[src/rtl/hnf_txreq_lcrd_pkg.sv]
// Shared CHI TXREQ definitions: request flit layout, opcodes and link FSM encodings.
package hnf_txreq_lcrd_pkg;

  typedef struct packed {
    logic [3:0]  qos;
    logic [10:0] tgt_id;
    logic [10:0] src_id;
    logic [11:0] txn_id;
    logic [6:0]  opcode;
    logic [2:0]  size;
    logic [47:0] addr;
  } reqflit_t;

  localparam logic [6:0] OP_REQ_LCRD_RETURN = 7'h00;
  localparam logic [6:0] OP_READ_NO_SNP     = 7'h04;

  localparam logic [1:0] ST_RUN    = 2'd0;
  localparam logic [1:0] ST_DRAIN  = 2'd1;
  localparam logic [1:0] ST_RETURN = 2'd2;
  localparam logic [1:0] ST_STOP   = 2'd3;

  // A credit-return flit carries only its opcode; every other field is zero.
  function automatic reqflit_t lcrd_return_flit();
    reqflit_t f;
    f        = '0;
    f.opcode = OP_REQ_LCRD_RETURN;
    return f;
  endfunction

endpackage

[src/rtl/hnf_txreq_lcrd_sync_fifo.sv]
// Single-clock FIFO for request flits with full/empty flags and an occupancy count.
module sync_fifo
  import hnf_txreq_lcrd_pkg::*;
#(
  parameter int DEPTH = 4,
  localparam int AW = $clog2(DEPTH)
) (
  input  logic           clock,
  input  logic           reset,
  input  logic           push,
  input  reqflit_t       push_data,
  input  logic           pop,
  output reqflit_t       pop_data,
  output logic           full,
  output logic           empty,
  output logic [AW:0]    count
);

  reqflit_t        mem [DEPTH];
  logic [AW-1:0]   wr_ptr;
  logic [AW-1:0]   rd_ptr;

  // NOTE: sequential state uses non-blocking assignments so every register samples pre-edge values.
  always_ff @(posedge clock) begin
    if (reset) begin
      wr_ptr <= '0;
      rd_ptr <= '0;
      count  <= '0;
    end else begin
      if (push) wr_ptr <= wr_ptr + 1'b1;
      if (pop)  rd_ptr <= rd_ptr + 1'b1;
      case ({push, pop})
        2'b10:   count <= count + 1'b1;
        2'b01:   count <= count - 1'b1;
        default: count <= count;
      endcase
    end
  end

  // NOTE: storage is not reset; the pointers and count alone define which entries are valid.
  always_ff @(posedge clock) begin
    if (push) mem[wr_ptr] <= push_data;
  end

  assign pop_data = mem[rd_ptr];
  assign full     = (count == (AW + 1)'(DEPTH));
  assign empty    = (count == '0);

endmodule

[src/rtl/hnf_txreq_lcrd.sv]
// HN-F TXREQ link-layer transmit stage: buffers request flits, issues them against
// SN link credits, and returns all held credits on link deactivation.
module hnf_txreq_lcrd
  import hnf_txreq_lcrd_pkg::*;
#(
  parameter int DEPTH   = 4,
  parameter int MAX_CRD = 15,
  localparam int CRD_W  = $clog2(MAX_CRD + 1)
) (
  input  logic             clock,
  input  logic             reset,
  input  logic             txreq_in_valid,
  output logic             txreq_in_ready,
  input  reqflit_t         txreq_in,
  output reqflit_t         TXREQFLIT,
  output logic             TXREQFLITV,
  output logic             TXREQFLITPEND,
  input  logic             TXREQLCRDV,
  input  logic             link_deact_req,
  output logic             link_stopped,
  output logic [CRD_W-1:0] crd_cnt,
  output logic             crd_overflow
);

  localparam int FCW = $clog2(DEPTH) + 1;
  localparam logic [CRD_W-1:0] CRD_MAX = CRD_W'(MAX_CRD);

  logic [1:0]       state;
  logic [1:0]       state_next;
  logic [CRD_W-1:0] crd_next;
  logic             ovf_set;

  logic             fifo_full;
  logic             fifo_empty;
  logic [FCW-1:0]   fifo_count;
  reqflit_t         fifo_head;

  logic             push;
  logic             has_crd;
  logic             issue_flit;
  logic             issue_ret;
  logic             issue;

  assign txreq_in_ready = !fifo_full && (state == ST_RUN) && !reset;
  assign push           = txreq_in_valid && txreq_in_ready;
  assign has_crd        = (crd_cnt != '0);

  assign issue_flit = ((state == ST_RUN) || (state == ST_DRAIN)) && !fifo_empty && has_crd;
  assign issue_ret  = (state == ST_RETURN) && has_crd;
  assign issue      = issue_flit || issue_ret;

  sync_fifo #(.DEPTH(DEPTH)) u_fifo (
    .clock     (clock),
    .reset     (reset),
    .push      (push),
    .push_data (txreq_in),
    .pop       (issue_flit),
    .pop_data  (fifo_head),
    .full      (fifo_full),
    .empty     (fifo_empty),
    .count     (fifo_count)
  );

  // NOTE: every always_comb output gets a default first, so no path can infer a latch.
  always_comb begin
    crd_next = crd_cnt;
    ovf_set  = 1'b0;
    case ({TXREQLCRDV, issue})
      2'b10: begin
        if (crd_cnt == CRD_MAX) ovf_set  = 1'b1;
        else                    crd_next = crd_cnt + 1'b1;
      end
      2'b01:   crd_next = crd_cnt - 1'b1;
      default: crd_next = crd_cnt;
    endcase
  end

  // Deactivation always runs to STOP even if the request drops part-way.
  always_comb begin
    state_next = state;
    case (state)
      ST_RUN:    if (link_deact_req)                 state_next = ST_DRAIN;
      ST_DRAIN:  if (fifo_empty && !issue)           state_next = ST_RETURN;
      ST_RETURN: if (!has_crd && !TXREQLCRDV)        state_next = ST_STOP;
      ST_STOP:   if (!link_deact_req)                state_next = ST_RUN;
      default:                                       state_next = ST_RUN;
    endcase
  end

  always_ff @(posedge clock) begin
    if (reset) begin
      state        <= ST_RUN;
      crd_cnt      <= '0;
      crd_overflow <= 1'b0;
      TXREQFLITV   <= 1'b0;
      TXREQFLIT    <= '0;
    end else begin
      state        <= state_next;
      crd_cnt      <= crd_next;
      crd_overflow <= crd_overflow | ovf_set;
      TXREQFLITV   <= issue;
      if (issue) TXREQFLIT <= issue_ret ? lcrd_return_flit() : fifo_head;
    end
  end

  assign link_stopped  = (state == ST_STOP);
  assign TXREQFLITPEND = (state != ST_STOP) &&
                         ((fifo_count != '0) || txreq_in_valid || (state == ST_RETURN));

endmodule

[config.mk]
export PLATFORM = sky130hd
export DESIGN_NAME = hnf_txreq_lcrd
export DESIGN_NICKNAME = d
export VERILOG_FILES = /design/src/rtl/hnf_txreq_lcrd_pkg.sv /design/src/rtl/hnf_txreq_lcrd_sync_fifo.sv /design/src/rtl/hnf_txreq_lcrd.sv
export SDC_FILE = /design/constraint.sdc
export NUM_CORES = 1
export LEC_CHECK = 0
export CAP_MARGIN = 20
export CORE_ASPECT_RATIO = 0.7
export CORE_MARGIN = 2
export CORE_UTILIZATION = 25
export CTS_CLUSTER_DIAMETER = 200
export DETAILED_ROUTE_END_ITERATION = 7
export PLACE_DENSITY = 0.43
export SLEW_MARGIN = 20
export SYNTH_ARGS = -nofsm -noshare
export SYNTH_HDL_FRONTEND = slang
export SYNTH_SLANG_ARGS = --single-unit
[constraint.sdc]
create_clock -name clock -period 5 [get_ports clock]
set_input_delay 0.75 -clock clock [delete_from_list [all_inputs] [get_ports clock]]
set_output_delay 0.75 -clock clock [all_outputs]
set_load 0.01 [all_outputs]
Word-level counts from Yosys, hierarchy flattened
Memory sizes are Yosys's and may differ from the RTL's. A register that Yosys moved wholly into a read port is not among the register bits.
Cells that the tools add are included.
Widths: inputs -> output; s select.
- add/sub/neg operators: 6
- equal/unequal tests: 15
- mux-type cells: 15
- bitwise operators: 1
- reduce and logical (&&, ||, !) cells: 27
- operators by type and width (cell ; count):
    $mux 96 ; 1
    $mux 2 ; 6
    $logic_and 1x1->1 ; 9
    $eq 2x2->1 const B ; 4
    $ne 2x2->1 const B ; 4
    $pmux 2 s4 ; 1
    $pmux 4 s2 ; 1
    $eq 2x1->1 const B ; 3
    $logic_not 1->1 ; 6
    $pmux 3 s2 ; 1
    $add 2x1->2 const B ; 2
    $add 4x1->4 const B ; 1
    $eq 4x4->1 const B ; 1
    $logic_or 1x1->1 ; 4
    $mux 1 ; 4
    $mux 4 ; 1
    $ne 2x1->1 const B ; 2
    $reduce_and 4->1 ; 1
    $reduce_bool 2->1 ; 2
    $reduce_bool 4->1 ; 1
    $sub 4x1->4 const B ; 1
    $add 3x1->3 const B ; 1
    $eq 3x3->1 const B ; 1
    $logic_not 3->1 ; 1
    5 further kinds ; 5
- register bits: 111
- memory bits (writable): 384
- input bits: 101
- output and inout bits: 105
- memories: 1
- memories (memory ; depth ; bits a word ; read ports ; clocked after Yosys merged registers in ; wr ports ; RTL line ; source):
    u_fifo.mem ; 4 ; 96 ; 1 ; 1 ; 1 ; hnf_txreq_lcrd_sync_fifo.sv:19 ; reqflit_t mem [DEPTH];

Depth between registers and ports, before layout
Gate-level depths: netlist (run 1).
- depth after elaboration: 9
- gate-level depth with buffers: 12
- depth with buffers taken out: 11

Hierarchy
A second synthesis (run 1) with hierarchy kept.
- cell total of the unflattened synthesis: 955
- area, all modules: 18450.2 um^2
- by module, submodules not included (module ; instances ; cells an instance ; area an instance (um^2)):
    sync_fifo ; 1 ; 549 ; 14292.5
    hnf_txreq_lcrd ; 1 ; 406 ; 4157.7

Least setup slack after synthesis (run 1)
No wires, ideal clock.
- path type: input -> register
- start point: input reset
- end point: memory u_fifo.mem[1][0] (netlist bit) (enable)
- setup time: 0.466 ns
- arrival time: 3.760 ns
- required time: 4.534 ns
- path slack: 0.775 ns
- stages on the path: 3
- cell sequence: nand2b_1 > a211oi_1 > and2_1
- longest elaborated chain between the ends: 5
- ends and longest elaborated chain (element ; RTL line ; source):
    start: declaration ; hnf_txreq_lcrd.sv:11 ; input logic reset,
    $logic_not 1->1 ; hnf_txreq_lcrd.sv:44 ; assign txreq_in_ready = !fifo_full && (state == ST_RUN) && !reset;
    $logic_and 1x1->1 ; hnf_txreq_lcrd.sv:44 ;
    $logic_and 1x1->1 ; hnf_txreq_lcrd.sv:45 ; assign push = txreq_in_valid && txreq_in_ready;
    $mux 1 ; hnf_txreq_lcrd_sync_fifo.sv:42 ; if (push) mem[wr_ptr] <= push_data;
    $mux 1 (not written as such) ; hnf_txreq_lcrd_sync_fifo.sv:42 ;
    end: declaration ; hnf_txreq_lcrd_sync_fifo.sv:19 ;
Every way passes these cells.

Final worst setup path (run 1)
- start point: register state[1]
- end point: memory u_fifo.mem[3][68] (netlist bit) (enable)
- longest elaborated chain between the ends: 6
- ends and longest elaborated chain (element ; RTL line ; source):
    start: declaration ; hnf_txreq_lcrd.sv:28 ; logic [1:0] state;
    start signal: assignment ; hnf_txreq_lcrd.sv:98 ; state <= state_next;
    $logic_not 2->1 ; hnf_txreq_lcrd.sv:44 ;
    $logic_and 1x1->1 (2 in a row) ; hnf_txreq_lcrd.sv:44 ;
    $logic_and 1x1->1 ; hnf_txreq_lcrd.sv:45 ;
    $mux 1 ; hnf_txreq_lcrd_sync_fifo.sv:42 ;
    $mux 1 (not written as such) ; hnf_txreq_lcrd_sync_fifo.sv:42 ;
Every way passes these cells.

==> Flow_metrics.wiki, run 1 <==
{| class="wikitable"
! Metric !! Value
|-
| Clock tree sinks || about 500
|-
| Async set-or-reset flop fraction in the synthesized netlist || 0%
|-
| Final ANT Viol Nets || 0
|-
| RSZ-0062 raised after global routing || no
|-
| Worst min-delay path category || flop to flop
|-
| Kind of start point of the critical path || flop
|-
| Cts bufs inserted || between 50 and 60
|-
| Arrival time worst endpoint || roughly 3400 ps
|-
| Global routing usage summed across all routing layers || 12.12%
|-
| Initial drt markers || 647
|-
| Number of nets in the layout || 1271
|-
| Layout cell share with drive strength beyond 1 || 16.65%
|-
| Number of H-tree levels || 2
|-
| Standard-cell row count || 82
|-
| Starting density of the core || 25.17%
|-
| Hold Slack || slightly above 500 ps
|-
| PostCTS Resize Cnt || 0
|-
| Run status || finished clean
|-
| Yosys top cell by area || sky130_fd_sc_hd__edfxtp_1
|-
| Detail Placement HPWL || 27.69 mm
|-
| Min cycle time layout || 3075 ps
|-
| Remaining global-route overflow || 0
|-
| Worst skew pair latency || 600 ps
|-
| Final worst path period share || 61.49%
|-
| Average size of a mapped cell || around 19 um2
|-
| Synthesis warning total || 0
|-
| Power density relative to cell area || 460.9 nW/um2
|-
| CTS root buf || sky130_fd_sc_hd__clkbuf_16
|-
| Vias per cell || between 4 and 5
|-
| Buffers on Ports || 205
|-
| Worst voltage drop across the vdd grid || 0.2313 mV
|-
| Final hold vios || 0
|-
| Fill cells || 6928
|-
| Slew of the pin with the lowest slew margin || 1034 ps
|-
| WL per Instance || 20.81 um
|-
| Number of standard cells after synthesis || 938
|-
| Number of hold buffers added after CTS || 0
|-
| Die height || 228.3 um
|-
| Static leakage || 7.124 nW
|-
| Total number of vias || 9260
|-
| Final design utilization || 32.01%
|-
| Clock-pin slew reported for the worst setup and hold paths after clock tree synthesis || 60 ps
|-
| Setup clock skew after layout || 26.92 ps
|-
| Post-synthesis register bit count || a little under 500
|-
| Finish-stage setup viols || 0
|-
| Area used by multi-input combinational logic || 3882 um2
|-
| Max Clk Rate || ~330 MHz
|-
| Endpoint class of the critical path || flop
|-
| Number of primary I/O pins || 206
|-
| Setup TNS || 0 ps
|-
| Proportion of netlist area held by the largest area contributor || 64.16%
|-
| Final critical-path setup slack || 1925 ps
|-
| Net count after synthesis || 1051
|-
| Total length of routed wires || 45.14 mm
|-
| Sequential element share of the synthesized area || 76.75%
|-
| Number of buffers added for setup after CTS || 0
|-
| Final slew viol count || 0
|-
| Required time of the critical path || 5280 ps
|-
| Sum of internal, switching and leakage power || ~11 mW
|-
| Core area || 71410 um2
|-
| Number of antenna violations at the first check in global routing || 7
|-
| Remaining DRCs || 0
|-
| Worst R2R Setup Slack || 1930 ps
|-
| Die area || 74080 um2
|-
| Global-route wire length before repair || 67.25 mm
|-
| Max transition margin || just over 30%
|-
| Vias in the first global route || 9649
|-
| Initial DRT Pass Iterations || 5
|-
| Dominant cell by count in the synthesized netlist || sky130_fd_sc_hd__edfxtp_1
|-
| Number of enable flip-flop cells after synthesis || between 300 and 400
|-
| Top fanout value on the critical path || 34
|-
| Crit Path Class || flop to flop
|-
| Post-Syn Area || 17970 um2
|-
| Top cells by area, synth || sky130_fd_sc_hd__edfxtp_1, sky130_fd_sc_hd__dfxtp_1, sky130_fd_sc_hd__mux4_2
|-
| Signed area change from the synthesized netlist to the final layout || 27.17%
|-
| Deepest clock path buffer count || 3
|-
| Number of distinct library cell variants in the gate-level netlist after synthesis || 41
|-
| Count of maximum capacitance violations || 0
|-
| Die extent in x || 324.5 um
|-
| Area taken by flip-flops and latches || 13800 um2
|-
| Most used flip-flop cell after synthesis || sky130_fd_sc_hd__edfxtp_1
|-
| Pre-CTS setup slack || 1406 ps
|-
| Pin count of the biggest net entering global routing || 73
|-
| TritonCTS clock tree || yes
|-
| Weighted congestion at the end of routability-driven global placement || 0.7133
|-
| Top cells by instance count after synthesis || sky130_fd_sc_hd__edfxtp_1, sky130_fd_sc_hd__dfxtp_1, sky130_fd_sc_hd__nor2_1, sky130_fd_sc_hd__mux4_2, sky130_fd_sc_hd__a22oi_1
|}
==> routing by layer <==
layer	GRT usage, %	wire, um
met5	0	52
met4	3.125	875
met3	3.558	2821
met2	17.13	18910
met1	18.03	22490
==> path summary, 6_finish.rpt <==
| path | to | cells past startpoint | from |
|---|---|---|---|
| worst max-delay path | u_fifo.mem[3][68] | 6 | state[1] |
| worst min-delay path | TXREQFLIT[58] | 2 | TXREQFLIT[58] |
| worst max register to register | u_fifo.mem[3][68] | 6 | state[1] |
| worst min register to register | TXREQFLIT[58] | 2 | TXREQFLIT[58] |
==> sequential cells by signal, indices dropped and copies added, names as in the netlist, named ones only <==
| name | count |
|---|---|
| u_fifo.mem | 384 |
| TXREQFLIT | 96 |
| crd_cnt | 4 |
| u_fifo.count | 3 |
| state | 2 |
| u_fifo.rd_ptr | 2 |
| u_fifo.wr_ptr | 2 |
| TXREQFLITV | 1 |
| crd_overflow | 1 |
==> area by class of cell <==
type	count	share of cell area [%]
Tap cell	966	5.289
Multi-Input combinational cell	371	16.99
Clock buffer	76	6.351
Inverter	12	0.1971
Antenna cell	2	0.02190
Timing Repair Buffer	224	10.03
Sequential cell	497	60.39
Clock inverter	21	0.7391
==> worst max-delay path, cell delays in order (launching register included) <==
cell	delay (ps)
sky130_fd_sc_hd__dfxtp_1	370
sky130_fd_sc_hd__inv_1	130
sky130_fd_sc_hd__ha_1	250
sky130_fd_sc_hd__nand2b_1	100
sky130_fd_sc_hd__a211oi_1	850
sky130_fd_sc_hd__and2_4	680
sky130_fd_sc_hd__buf_12	300
==> where the power goes <==
group / internal, mW / total [mW] / switching [mW] / leakage (nW)
combinational: 0.880 / 1.83 / 0.951 / 1.94
clock: 2.08 / 3.70 / 1.62 / 0.797
sequential: 4.79 / 5.01 / 0.217 / 4.39
total: 7.75 / 10.5 / 2.79 / 7.12
==> stage by stage <==
stage          std cells  instance area (um2)
5_1_grt             2167                22850
3_3_place_gp        2070                21230
6_report            2169                22850
2_1_floorplan        938                17970
4_1_cts             2167                22850
3_5_place_dp        2070                21230
==> cell usage in the layout, fill, tap and decap left out, drive strengths merged, types with 7 or more instances in the layout <==
cell type / synthesis / routed
edfxtp: 384 / 384
clkdlybuf4s50: 0 / 204
dfxtp: 113 / 113
nor2: 110 / 110
mux4: 96 / 96
a22oi: 95 / 95
clkbuf: 30 / 76
buf: 28 / 20
inv: 12 / 16
clkinv: 0 / 16
ha: 11 / 11
mux2i: 7 / 7
nand2: 7 / 7
==> cell families after synthesis <==
logic type / share of synthesized area (%)
flip-flops: 76.75
AND/OR/NAND/NOR: 3.077
AO/OA/AOI/OAI: 4.685
multiplexers: 12.55
buffers and inverters: 1.775
adder cells (fa/ha/maj): 0.8772
XOR/XNOR: 0.2924
Note: power is estimated with default switching activity, not from simulation.
==> run 2: changes to the inputs <==
- PLACE_DENSITY: 0.43 -> 0.44
- clock period: 5 -> 2.7 ns (I/O delays scaled with it)
==> run 2 against run 1 <==
  * Maximum frequency is 27% higher
  * Sequential share of layout area down 0.83 points
  * Critical endpoint is now u_fifo.count[2]
  * Clock power is 95% higher
  * Largest cell class unchanged
  * Global-route usage barely moved
==> Flow_metrics.wiki, run 2 (synthesis gave the netlist of run 1 again) <==
{| class="wikitable"
! Metric !! Value
|-
| Run status || finished clean
|-
| Filler-free cell count of the finished design || 2178 (+0.41%)
|-
| Cts bufs inserted || 52 (unchanged)
|-
| Standard-cell row count || 82 (unchanged)
|-
| Arrival time worst endpoint || 2950 ps (-400 ps)
|-
| Min cycle time layout || 2418 ps (-656.4 ps)
|-
| Endpoint class of the critical path || flop
|-
| Number of antenna violations at the first check in global routing || 8 (+1)
|-
| Max transition margin || 53.70% (+23 points)
|-
| Number of nets in the layout || 1282 (+0.87%)
|-
| Cells after DPL || 2081 (+0.53%)
|-
| Total length of routed wires || 44.98 mm (-0.35%)
|-
| Total number of vias || 9363 (+1.1%)
|-
| Static leakage || 7.271 nW (+2.1%)
|-
| Number of primary I/O pins || 206 (unchanged)
|-
| TritonCTS clock tree || yes
|-
| Die height || 228.3 um (unchanged)
|-
| Global routing usage summed across all routing layers || 12.16% (+0.033 points)
|-
| RSZ-0062 raised after global routing || no
|-
| Clock tree sinks || 497 (unchanged)
|-
| Clock-pin slew reported for the worst setup and hold paths after clock tree synthesis || 60 ps (about the same)
|-
| Max Clk Rate || 413.5 MHz (+27%)
|-
| Remaining DRCs || 0 (unchanged)
|-
| Final design utilization || 32.45% (+0.44 points)
|-
| Count of cells along the worst register-to-register path || 10 (+4)
|-
| Core area || 71410 um2 (unchanged)
|-
| Signed area change from the synthesized netlist to the final layout || 28.93%
|-
| Deepest clock path buffer count || 3 (unchanged)
|-
| Pre-CTS setup slack || 254.6 ps (-1151 ps)
|-
| Final hold vios || 0 (unchanged)
|-
| Pin count of the biggest net entering global routing || 114 (+56%)
|-
| Final ANT Viol Nets || 0 (unchanged)
|-
| WL per Instance || 20.65 um (-0.77%)
|-
| Slew of the pin with the lowest slew margin || 694.5 ps (-339.9 ps)
|-
| Cell area after placement || 21470 um2 (+1.2%)
|-
| Worst voltage drop across the vdd grid || 0.4701 mV (+100%)
|-
| Detail Placement HPWL || 25.03 mm (-9.6%)
|-
| Buffers on Ports || 205 (unchanged)
|-
| Die area || 74080 um2 (unchanged)
|-
| Worst R2R Setup Slack || 280 ps (-1640 ps)
|-
| Finish-stage setup viols || 0 (unchanged)
|-
| Worst skew pair latency || 600 ps (about the same)
|-
| Top fanout value on the critical path || 4 (-88%)
|-
| Vias per cell || 4.299 (+0.69%)
|-
| Fill cells || 6950 (+0.32%)
|-
| Destination of the worst register-to-register timing path || u_fifo.count[2]
|-
| Final critical-path setup slack || 281.6 ps (-1644 ps)
|-
| Global-route wire length before repair || 67.44 mm (+0.29%)
|-
| Worst min-delay path category || primary input to flop
|-
| Number of H-tree levels || 2 (unchanged)
|-
| Layout cell share with drive strength beyond 1 || 17.75% (+1.1 points)
|-
| Register with the most flip-flops || u_fifo.mem
|-
| Launch instance of the worst min-delay path || reset
|-
| Power density relative to cell area || 861.6 nW/um2 (+87%)
|-
| Count of maximum capacitance violations || 0 (unchanged)
|-
| Worst Hold Path EP || TXREQFLIT[9]
|-
| Cell area after layout || 23170 um2 (+1.4%)
|-
| Largest registers ranked by flip-flop count || u_fifo.mem: 384 flops, TXREQFLIT: 96 flops, crd_cnt: 4 flops
|-
| Final slew viol count || 0 (unchanged)
|-
| Cell count of the worst hold path || 3 (+1)
|-
| Setup clock skew after layout || 15.63 ps (-11.29 ps)
|-
| Vias in the first global route || 9833 (+1.9%)
|-
| Worst reg2reg startpoint || state[0]
|-
| Initial drt markers || 582 (-10%)
|-
| Initial DRT Pass Iterations || 4 (-1)
|-
| CTS root buf || sky130_fd_sc_hd__clkbuf_16
|-
| Setup TNS || 0 ps (unchanged)
|-
| Kind of start point of the critical path || flop
|-
| Required time of the critical path || 3230 ps (-2050 ps)
|-
| Starting density of the core || 25.17% (unchanged)
|-
| Final worst path period share || 89.57% (+28 points)
|-
| Remaining global-route overflow || 0 (unchanged)
|-
| Most frequent cells in the layout || sky130_fd_sc_hd__edfxtp_1, sky130_fd_sc_hd__clkdlybuf4s50_1, sky130_fd_sc_hd__dfxtp_1
|-
| Die extent in x || 324.5 um (unchanged)
|-
| Weighted congestion at the end of routability-driven global placement || 0.6694 (-6.2%)
|-
| Most common cell after layout, fill and taps aside || sky130_fd_sc_hd__edfxtp_1
|-
| Max FFs per register || 384 (unchanged)
|-
| Crit Path Class || flop to flop
|}
[run 2: changes by cell type in the layout (fill, tap and decap cells not counted), sizes merged, moves of 3 or more]
cell,previous run,this run
buf,20,31
clkbuf,76,72
clkinv,16,13
bufinv,1,5
[run 2: area by class of cell]
class / instances / area (um2) / area share (%)
clock buffer: 72 / 1428 / 6.161
multi-input combinational: 371 / 3882 / 16.76
inverter: 12 / 45.04 / 0.1944
tap: 966 / 1209 / 5.216
clock inverter: 24 / 264.0 / 1.139
sequential: 497 / 13800 / 59.56
timing repair buffer: 235 / 2540 / 10.96
antenna: 1 / 2.502 / 0.01080
[run 2: worst max path at each step]
stage,cells past startpoint,to,slack (ps),from
6_report,10,u_fifo.count[2],280,state[0]
3_3_place_gp,10,u_fifo.count[2],230,txreq_in_valid
3_5_place_dp,6,u_fifo.mem[1][41],250,txreq_in_valid
5_1_grt,10,u_fifo.count[2],90,state[1]
2_1_floorplan,5,u_fifo.mem[1][0],-310,state[0]
4_1_cts,5,txreq_in_ready,50,state[0]
[run 2: per-stage QoR]
step	hold slack (ps)	total power, mW
global route	414.5	20.96
finish	413.7	19.96
global placement	487.6	13.00
CTS	384.8	20.38
floorplan	484.7	11.38
detailed placement	501.0	13.03
[run 2: worst max-delay path, stage by stage (launching register included)]
cell and delay [ps]:
sky130_fd_sc_hd__dfxtp_1 340, sky130_fd_sc_hd__inv_1 140, sky130_fd_sc_hd__ha_1 240, sky130_fd_sc_hd__o32ai_1 140, sky130_fd_sc_hd__nor2_1 220, sky130_fd_sc_hd__ha_1 230
sky130_fd_sc_hd__inv_1 60, sky130_fd_sc_hd__fa_1 370, sky130_fd_sc_hd__xor2_1 160, sky130_fd_sc_hd__or3_1 300, sky130_fd_sc_hd__a21oi_1 140
[run 2: metal layers]
| layer | vias up | track usage (%) | wire (um) |
|---|---|---|---|
| met4 | 14 | 3.082 | 804 |
| li1 | 4209 | - | - |
| met1 | 4867 | 16.73 | 20520 |
| met2 | 202 | 18.39 | 20240 |
| met5 | - | 0 | 84 |
| met3 | 71 | 4.087 | 3334 |
[run 2: where the power goes]
part           total [mW]  leakage [nW]  switching [mW]  internal [mW]
Clock                7.22         0.833            3.03           4.18
Sequential           9.15          4.39           0.283           8.86
Combinational        3.60          2.05            1.85           1.75
Total                20.0          7.27            5.17           14.8
[run 2: timing repair]
item | 4_1_cts | 5_1_grt
hold buffers | 0 | 0
resized for setup | 0 | 1
buffers inserted | 0 | 0
endpoints found under the setup margin | 0 | 1
